[src/rtl/fetch_buffer_if.sv]
`default_nettype none
// ============================================================================
//  Module      : fetch_buffer_if
//  Description : Fetch-side and decode-side signals of the instruction fetch
//                buffer, with modports for the buffer and its environment.
//  Revision    : 1.0 - initial release
// ============================================================================
interface fetch_buffer_if #(
   parameter int XLEN = 32
);
   logic            fetch_valid;
   logic [XLEN-1:0] pc_in;
   logic [XLEN-1:0] imem_rdata;
   logic            flush;
   logic            id_ready;
   logic            id_valid;
   logic [XLEN-1:0] id_pc;
   logic [XLEN-1:0] id_instr;
   logic            stall;

   // The buffer itself
   modport slave (
      input  fetch_valid, pc_in, imem_rdata, flush, id_ready,
      output id_valid, id_pc, id_instr, stall
   );

   // PC stage, instruction memory and decode
   modport master (
      output fetch_valid, pc_in, imem_rdata, flush, id_ready,
      input  id_valid, id_pc, id_instr, stall
   );
endinterface
`default_nettype wire

[src/rtl/fetch_buffer.sv]
`default_nettype none
// ============================================================================
//  Module      : fetch_buffer
//  Description : Captures issued fetch PCs and the 1-cycle-late imem data,
//                queues {pc, instr} pairs for decode; stalls and flushes.
//  Revision    : 1.0 - initial release
// ============================================================================
module fetch_buffer #(
   parameter int DEPTH = 4,
   parameter int XLEN  = 32
) (
   input wire            clk,
   input wire            reset,
   fetch_buffer_if.slave bus
);
   localparam int            AW      = (DEPTH > 1) ? $clog2(DEPTH) : 1;
   localparam logic [AW+1:0] C_DEPTH = (AW+2)'(DEPTH);

   logic            r_if_v;
   logic [XLEN-1:0] r_if_pc;
   logic [XLEN-1:0] r_mem_pc    [DEPTH];
   logic [XLEN-1:0] r_mem_instr [DEPTH];
   logic [AW-1:0]   r_wr_ptr;
   logic [AW-1:0]   r_rd_ptr;
   logic [AW:0]     r_count;

   logic            w_acc;
   logic            w_push;
   logic            w_pop;
   logic            w_stall;
   logic            w_id_valid;
   logic [AW+1:0]   w_occupancy;

   // Occupancy counts the in-flight fetch so a push can never meet a full FIFO
   assign w_occupancy = {1'b0, r_count} + (AW+2)'(r_if_v);
   assign w_stall     = (w_occupancy >= C_DEPTH);

   assign w_id_valid  = (r_count != '0) & ~bus.flush;
   assign w_acc       = bus.fetch_valid & ~w_stall & ~bus.flush;
   assign w_push      = r_if_v & ~bus.flush;
   assign w_pop       = w_id_valid & bus.id_ready;

   always_ff @(posedge clk or posedge reset) begin
      if (reset) begin
         r_if_v  <= 1'b0;
         r_if_pc <= '0;
      end else begin
         r_if_v <= w_acc;
         if (w_acc) begin
            r_if_pc <= bus.pc_in;
         end
      end
   end

   // Storage is deliberately not reset; count/pointers define what is live
   always_ff @(posedge clk) begin
      if (w_push) begin
         r_mem_pc[r_wr_ptr]    <= r_if_pc;
         r_mem_instr[r_wr_ptr] <= bus.imem_rdata;
      end
   end

   always_ff @(posedge clk or posedge reset) begin
      if (reset) begin
         r_wr_ptr <= '0;
         r_rd_ptr <= '0;
         r_count  <= '0;
      end else if (bus.flush) begin
         r_wr_ptr <= '0;
         r_rd_ptr <= '0;
         r_count  <= '0;
      end else begin
         if (w_push) begin
            r_wr_ptr <= r_wr_ptr + AW'(1);
         end
         if (w_pop) begin
            r_rd_ptr <= r_rd_ptr + AW'(1);
         end
         case ({w_push, w_pop})
            2'b10:   r_count <= r_count + (AW+1)'(1);
            2'b01:   r_count <= r_count - (AW+1)'(1);
            default: r_count <= r_count;
         endcase
      end
   end

   assign bus.id_valid = w_id_valid;
   assign bus.id_pc    = w_id_valid ? r_mem_pc[r_rd_ptr]    : '0;
   assign bus.id_instr = w_id_valid ? r_mem_instr[r_rd_ptr] : '0;
   assign bus.stall    = w_stall;

endmodule
`default_nettype wire

[src/flat_wrapper.sv]
// flat-port wrapper written by rule: the top's interface ports become plain ports
module fetch_buffer_flat 
#(
   parameter int DEPTH = 4,
   parameter int XLEN  = 32
)
  (clk, reset, bus_fetch_valid, bus_pc_in, bus_imem_rdata, bus_flush, bus_id_ready, bus_id_valid, bus_id_pc, bus_id_instr, bus_stall);
  fetch_buffer_if #(.XLEN(XLEN)) bus_i ();
  input wire clk;
  input wire reset;
  input wire logic [$bits(bus_i.fetch_valid)-1:0] bus_fetch_valid;
  input wire logic [$bits(bus_i.pc_in)-1:0] bus_pc_in;
  input wire logic [$bits(bus_i.imem_rdata)-1:0] bus_imem_rdata;
  input wire logic [$bits(bus_i.flush)-1:0] bus_flush;
  input wire logic [$bits(bus_i.id_ready)-1:0] bus_id_ready;
  output wire logic [$bits(bus_i.id_valid)-1:0] bus_id_valid;
  output wire logic [$bits(bus_i.id_pc)-1:0] bus_id_pc;
  output wire logic [$bits(bus_i.id_instr)-1:0] bus_id_instr;
  output wire logic [$bits(bus_i.stall)-1:0] bus_stall;
  assign bus_i.fetch_valid = bus_fetch_valid;
  assign bus_i.pc_in = bus_pc_in;
  assign bus_i.imem_rdata = bus_imem_rdata;
  assign bus_i.flush = bus_flush;
  assign bus_i.id_ready = bus_id_ready;
  assign bus_id_valid = bus_i.id_valid;
  assign bus_id_pc = bus_i.id_pc;
  assign bus_id_instr = bus_i.id_instr;
  assign bus_stall = bus_i.stall;
  fetch_buffer #(.DEPTH(DEPTH), .XLEN(XLEN)) u_core (.clk(clk), .reset(reset), .bus(bus_i));
endmodule
[config.mk]
export PLATFORM = sky130hd
export DESIGN_NAME = fetch_buffer_flat
export DESIGN_NICKNAME = d
export VERILOG_FILES = /design/src/rtl/fetch_buffer_if.sv /design/src/rtl/fetch_buffer.sv /design/src/flat_wrapper.sv
export SDC_FILE = /design/constraint.sdc
export NUM_CORES = 1
export LEC_CHECK = 0
export ABC_AREA = 1
export ABC_CLOCK_PERIOD_IN_PS = 3700
export BUFFER_PORTS_ARGS = -buffer_cell sky130_fd_sc_hd__buf_2
export CAP_MARGIN = 10
export CORE_MARGIN = 4
export CORE_UTILIZATION = 30
export DETAILED_ROUTE_END_ITERATION = 8
export RECOVER_POWER = 100
export SETUP_SLACK_MARGIN = 0.1
export SYNTH_ARGS = -nofsm -noshare
export SYNTH_HDL_FRONTEND = slang
export SYNTH_SLANG_ARGS = --single-unit
export TNS_END_PERCENT = 20
[constraint.sdc]
create_clock -name clk -period 3.7 [get_ports clk]
set_clock_uncertainty 0.15 [all_clocks]
set_input_delay 0.555 -clock clk [delete_from_list [all_inputs] [get_ports clk]]
set_output_delay 0.555 -clock clk [all_outputs]
set_load 0.005 [all_outputs]
* After elaboration in Yosys (flattened, before gate mapping)
Memories as Yosys holds them, arrays and structs flattened.
Index checks and enable logic that the tools add are counted.
** Word-level totals
- Register bits :: 40
- Bits in writable memories :: 256
- Bits of input ports :: 69
- Output and inout bits :: 66
- Logic and storage cells :: 36
- Memories kept :: 2
** Operators by class
- $add $sub $neg :: 5
- $lt $le $gt $ge :: 1
- Eq/ne operators :: 2
- Mux-type cells :: 10
- Bitwise gates (word level) :: 7
- Reductions and logical operators :: 4
** Memories
- u_core.r_mem_instr :: depth 4, bits a word 32, rd ports 1, clocked after memory_dff 0, wr ports 1, line fetch_buffer.sv:22 : logic [XLEN-1:0] r_mem_instr [DEPTH];
- u_core.r_mem_pc :: depth 4, bits a word 32, rd ports 1, clocked after memory_dff 0, wr ports 1, line fetch_buffer.sv:21 : logic [XLEN-1:0] r_mem_pc [DEPTH];
** Operators by type and width (number)
- $mux W32 :: 2
- $mux W2 :: 4
- $pmux W3 S2 :: 1
- $reduce_bool A3 Y1 :: 2
- $and A1 B1 Y1 :: 5
- $add A2 B1 Y2 const B :: 2
- $add A3 B1 Y4 :: 1
- $ge A4 B3 Y1 const B :: 1
- $reduce_bool A2 Y1 :: 2
- $add A3 B1 Y3 const B :: 1
- $mux W3 :: 1
- $sub A3 B1 Y3 const B :: 1
- $eq A2 B1 Y1 const B :: 1
- $eq A2 B2 Y1 const B :: 1
- $mux W1 :: 2
- $not A1 Y1 :: 2

* Depth between registers and ports, before layout
- Depth after elaboration :: 6
- Depth in mapped cells :: 11
- Gate-level depth less buffers :: 11

* Least setup slack after synthesis
Ideal clock, no wire load.
- Path type :: input port to flip-flop
- Start :: input port bus_flush
- End :: memory u_core.r_mem_instr[0][0], enable pin
- Setup time :: 0.487 ns
- Arrival :: 3.586 ns
- Data required time :: 3.063 ns
- Setup slack :: -0.522 ns
- Stages on the path :: 3
- Path buffers :: 0
- Path through :: inv_1 nand2_1 nor2_1
** On the way
- Cells in the longest elaborated chain, start to end :: 4
** Ends and longest elaborated chain
- from (decl) :: line flat_wrapper.sv:14 : input wire logic [$bits(bus_i.flush)-1:0] bus_flush;
- $not A1 Y1 :: line fetch_buffer.sv:40 : assign w_push = r_if_v & ~bus.flush;
- $and A1 B1 Y1 :: line fetch_buffer.sv:40
- $mux W1 :: line fetch_buffer.sv:57 : if (w_push) begin
- $mux W1 (not written as such) :: line fetch_buffer.sv:59 : r_mem_instr[r_wr_ptr] <= bus.imem_rdata;
- to (decl) :: line fetch_buffer.sv:22
Every way passes these cells.

* Final worst setup path
- Start :: input port bus_flush
- End :: memory u_core.r_mem_pc[1][3], enable pin
** On the way
- Cells in the longest elaborated chain, start to end :: 4
** Ends and longest elaborated chain
- $not A1 Y1 :: line fetch_buffer.sv:40
- $and A1 B1 Y1 :: line fetch_buffer.sv:40
- $mux W1 :: line fetch_buffer.sv:57
- $mux W1 (not written as such) :: line fetch_buffer.sv:58 : r_mem_pc[r_wr_ptr] <= r_if_pc;
- to (decl) :: line fetch_buffer.sv:21
Every way passes these cells.

==> results <==
- The sum of internal, switching and leakage power is 9390 uW.
- The final cell count without fillers is 1632.
- For this run, the number of Yosys warnings is 0.
- In this run, the number of DRC markers left after iteration 0 of detailed routing was 353.
- The total DRC errors in the routed layout is 0.
- The leakage power is 0.00495 uW.
- The via count of the first global-routing pass is 7452.
- The share of synthesized registers carrying an async set or reset is 0.135.
- The final design area excluding fillers is 0.0138 sq mm.
- After clock tree synthesis, the setup repair step added 0 buffers.
- The arrival time reported for the critical path endpoint is 3.00 ns.
- The initial utilization of the core area, before any placement, comes to 0.306.
- Max-cap violations in this run came to 4.
- Along the worst path, the maximum fanout reaches 32.
- The detailed-route vias per instance is 4.53.
- The worst slack at placement is 0.911 ns.
- The flow ran to the end, but the final reports show violations.
- STA classifies the critical path endpoint as a flop.
- The count of clock tree sinks is 296.
- The overall die height is 204 microns.
- The number of search-and-repair iterations in the first detailed-routing pass is 4.
- The global-route wire length before repair is 42700 microns.
- The longest clock path from root to sink contains 3 buffers.
- The sequential cell area is 0.00870 sq mm.
- The net total in the final layout is 1169.
- The final setup TNS is 0 ns.
- Routability-driven placement finished with a final weighted congestion of 0.750.
- Power spread over the standard cell area amounts to 682 mW/mm^2.
- The maximum level of the CTS H-tree is 2.
- The number of input and output port buffers inserted is 134.
- The final reports fail on capacitance limit, slew limit.
- Of the post-synthesis cell area, the dominant cell type holds 0.664.
- For this run the aggregate overflow at the end of global routing stands at 0.
- Detailed placement ended at an HPWL of 15800 microns.
- The distinct cell type count of the synthesized netlist is 20.
- Across all layers, the routed design uses 7397 vias.
- The share of final-layout standard cells stronger than drive strength 1 is 0.0999.
- Dividing the synthesized area by the synthesized cell count gives 12.1 sq um.
- The minimum period implied by the final worst setup slack is 3.09 ns.
- The type of the setup path with the least slack is in2reg.
- The top-level port count is 135.
- Of the synthesized area, sequential elements account for 0.750.
- Synthesis produced a netlist whose cell count is 959.
- The area of the multi-input gates is 0.00258 sq mm.
- Relative to the synthesized area, the layout overhead comes to 18.9%.
- The wire length per cell is 16.9 microns.
- The min-delay analysis places its worst path in the category in2reg.
- The slew at the pin with the worst max-slew slack is 2.17 ns.
- Synthesis produced a netlist with a net count of 1033.
- The commonest register cell after synthesis is sky130_fd_sc_hd__edfxtp_1.
- The synthesized design contains 256 enable-type register cells.
- The number of hold buffers added after CTS was 0.
- The clock slew seen by the registers of the worst setup and hold paths is 0.06 ns.
- Counting the fill cells in the layout gives 3814.
- TritonCTS created 34 clock buffers.
- The number of rows created at floorplan is 71.
- The total wirelength of the detailed-routed design is 27600 microns.
- The element type at the critical path start is an input port.
- The detail route stage leaves a number of antenna-violating nets equal to 0.
- The cell count after placement is 1570.
- In this run, synthesis produced a sequential element count of 296.
- The maximum resistive drop on vdd is 408 uV.
- In this run, post-CTS repair resized a total of 0 instances.
- The placed instances occupy a cell area of 0.0128 sq mm.
- TritonCTS built the clock tree.
- The worst pin sits at a relative slew slack of -0.449.
- For the worst-skew pair, the clock arrives at the later sink with an insertion delay of 0.49 ns.
- After layout, the worst setup slack is 0.610 ns.
- For this run, the top clock speed supported by timing is 0.324 GHz.
- The master cell of the clock root buffer is sky130_fd_sc_hd__clkbuf_16.
- Setup repair after global routing left no endpoint under its margin.
- The die covers 0.0418 sq mm.
- The final critical-path share of the clock period is 0.835.
- Entering global routing, the biggest net connects 66 pins.
- The standard cell core area is 0.0378 sq mm.
- The data required time at the worst endpoint is 3.61 ns.
- The commonest cells after synthesis are sky130_fd_sc_hd__nor2_1, sky130_fd_sc_hd__edfxtp_1, sky130_fd_sc_hd__o21ai_0.
- Across every metal layer, demand over resource in global routing totals 0.130.
- Setup violations remaining at the end of the flow were counted as 0.
- The number of diodes is 0.
- The hold violation total from the final report is 0.
- After synthesis, the cell types taking the most area are sky130_fd_sc_hd__edfxtp_1, sky130_fd_sc_hd__dfrtp_1, sky130_fd_sc_hd__nor2_1.
- The initial antenna violation count was 0.
- The width of the chip is 204 microns.
- The synthesized design spends more area on one cell type than any other, namely sky130_fd_sc_hd__edfxtp_1.
- The most common cell in the synthesized netlist is sky130_fd_sc_hd__nor2_1.
- The number of pins exceeding their max-slew limit in the final report is 122.
- In this run the cell area of the synthesized design comes to 0.0116 sq mm.
## layout by cell type, fill, tap and decap left out, drive strengths merged
cell type,instances
a21oi,65
buf,49
bufinv,2
clkbuf,157
clkinv,7
clkinvlp,1
dfrtp,40
edfxtp,256
fa,1
ha,4
inv,18
nand2,119
nand3,4
nand4,2
nor2,263
o21ai,132
xnor2,1
## cell families after synthesis
logic type               after synthesis  synth area share
AND/OR/NAND/NOR                      388             0.128
flip-flops                           296             0.750
AO/OA/AOI/OAI                        197            0.0851
buffers and inverters                 72            0.0300
adder cells (fa/ha/maj)                5           0.00605
XOR/XNOR                               1          0.000756
## power by group
group	internal [uW]	switching, uW
Clock	1970	1250
Combinational	574	1320
Sequential	4060	216
## critical path, stage by stage
cell and delay, ns:
sky130_fd_sc_hd__clkbuf_1 0.09, sky130_fd_sc_hd__inv_1 0.26, sky130_fd_sc_hd__nand2_1 0.33, sky130_fd_sc_hd__nor2_4 0.16, sky130_fd_sc_hd__clkbuf_1 1.55
## per-stage QoR
stage          utilization  hold WS, ns
2_1_floorplan            -        0.326
3_3_place_gp         0.339        0.346
3_5_place_dp         0.339        0.346
4_1_cts              0.368       0.0349
5_1_grt              0.364       0.0771
6_report             0.364        0.101
## state kept, by name (all words and copies together), names as in the netlist
register            count
u_core.r_rd_ptr         2
u_core.r_mem_instr    128
u_core.r_count          3
u_core.r_if_pc         32
u_core.r_if_v           1
u_core.r_wr_ptr         2
u_core.r_mem_pc       128
## layer usage
| layer | part of all wire | global-route usage | vias up |
|---|---|---|---|
| met3 | 0.047 | 0.0237 | 48 |
| met2 | 0.50 | 0.227 | 171 |
| met4 | 0.022 | 0.0354 | 0 |
| met1 | 0.44 | 0.168 | 3589 |
| li1 | - | - | 3589 |
| met5 | 0 | 0 | - |
## worst paths after layout
kind,from,endpoint,slack (ns),depth (start not counted)
max in group asynchronous,reset,u_core.r_if_pc[18],2.00,3
hold reg to reg,u_core.r_if_pc[28],u_core.r_mem_pc[0][28],0.35,0
setup / recovery,bus_flush,u_core.r_mem_pc[1][3],0.61,5
min in group asynchronous,reset,u_core.r_if_pc[4],0.24,2
setup reg to reg,u_core.r_if_v,u_core.r_mem_pc[1][3],0.66,3
hold / removal,bus_pc_in[23],u_core.r_if_pc[23],0.10,3
## layout make-up
| type | instances | share of cell area |
|---|---|---|
| clock buffers | 51 | 0.0711 |
| clock inverters | 11 | 0.00763 |
| inverters | 17 | 0.00482 |
| multi-input cells | 591 | 0.187 |
| flip-flops and latches | 296 | 0.632 |
| well taps | 511 | 0.0464 |
| repair buffers | 155 | 0.0512 |
No activity file was read; power rests on OpenSTA's default activity.
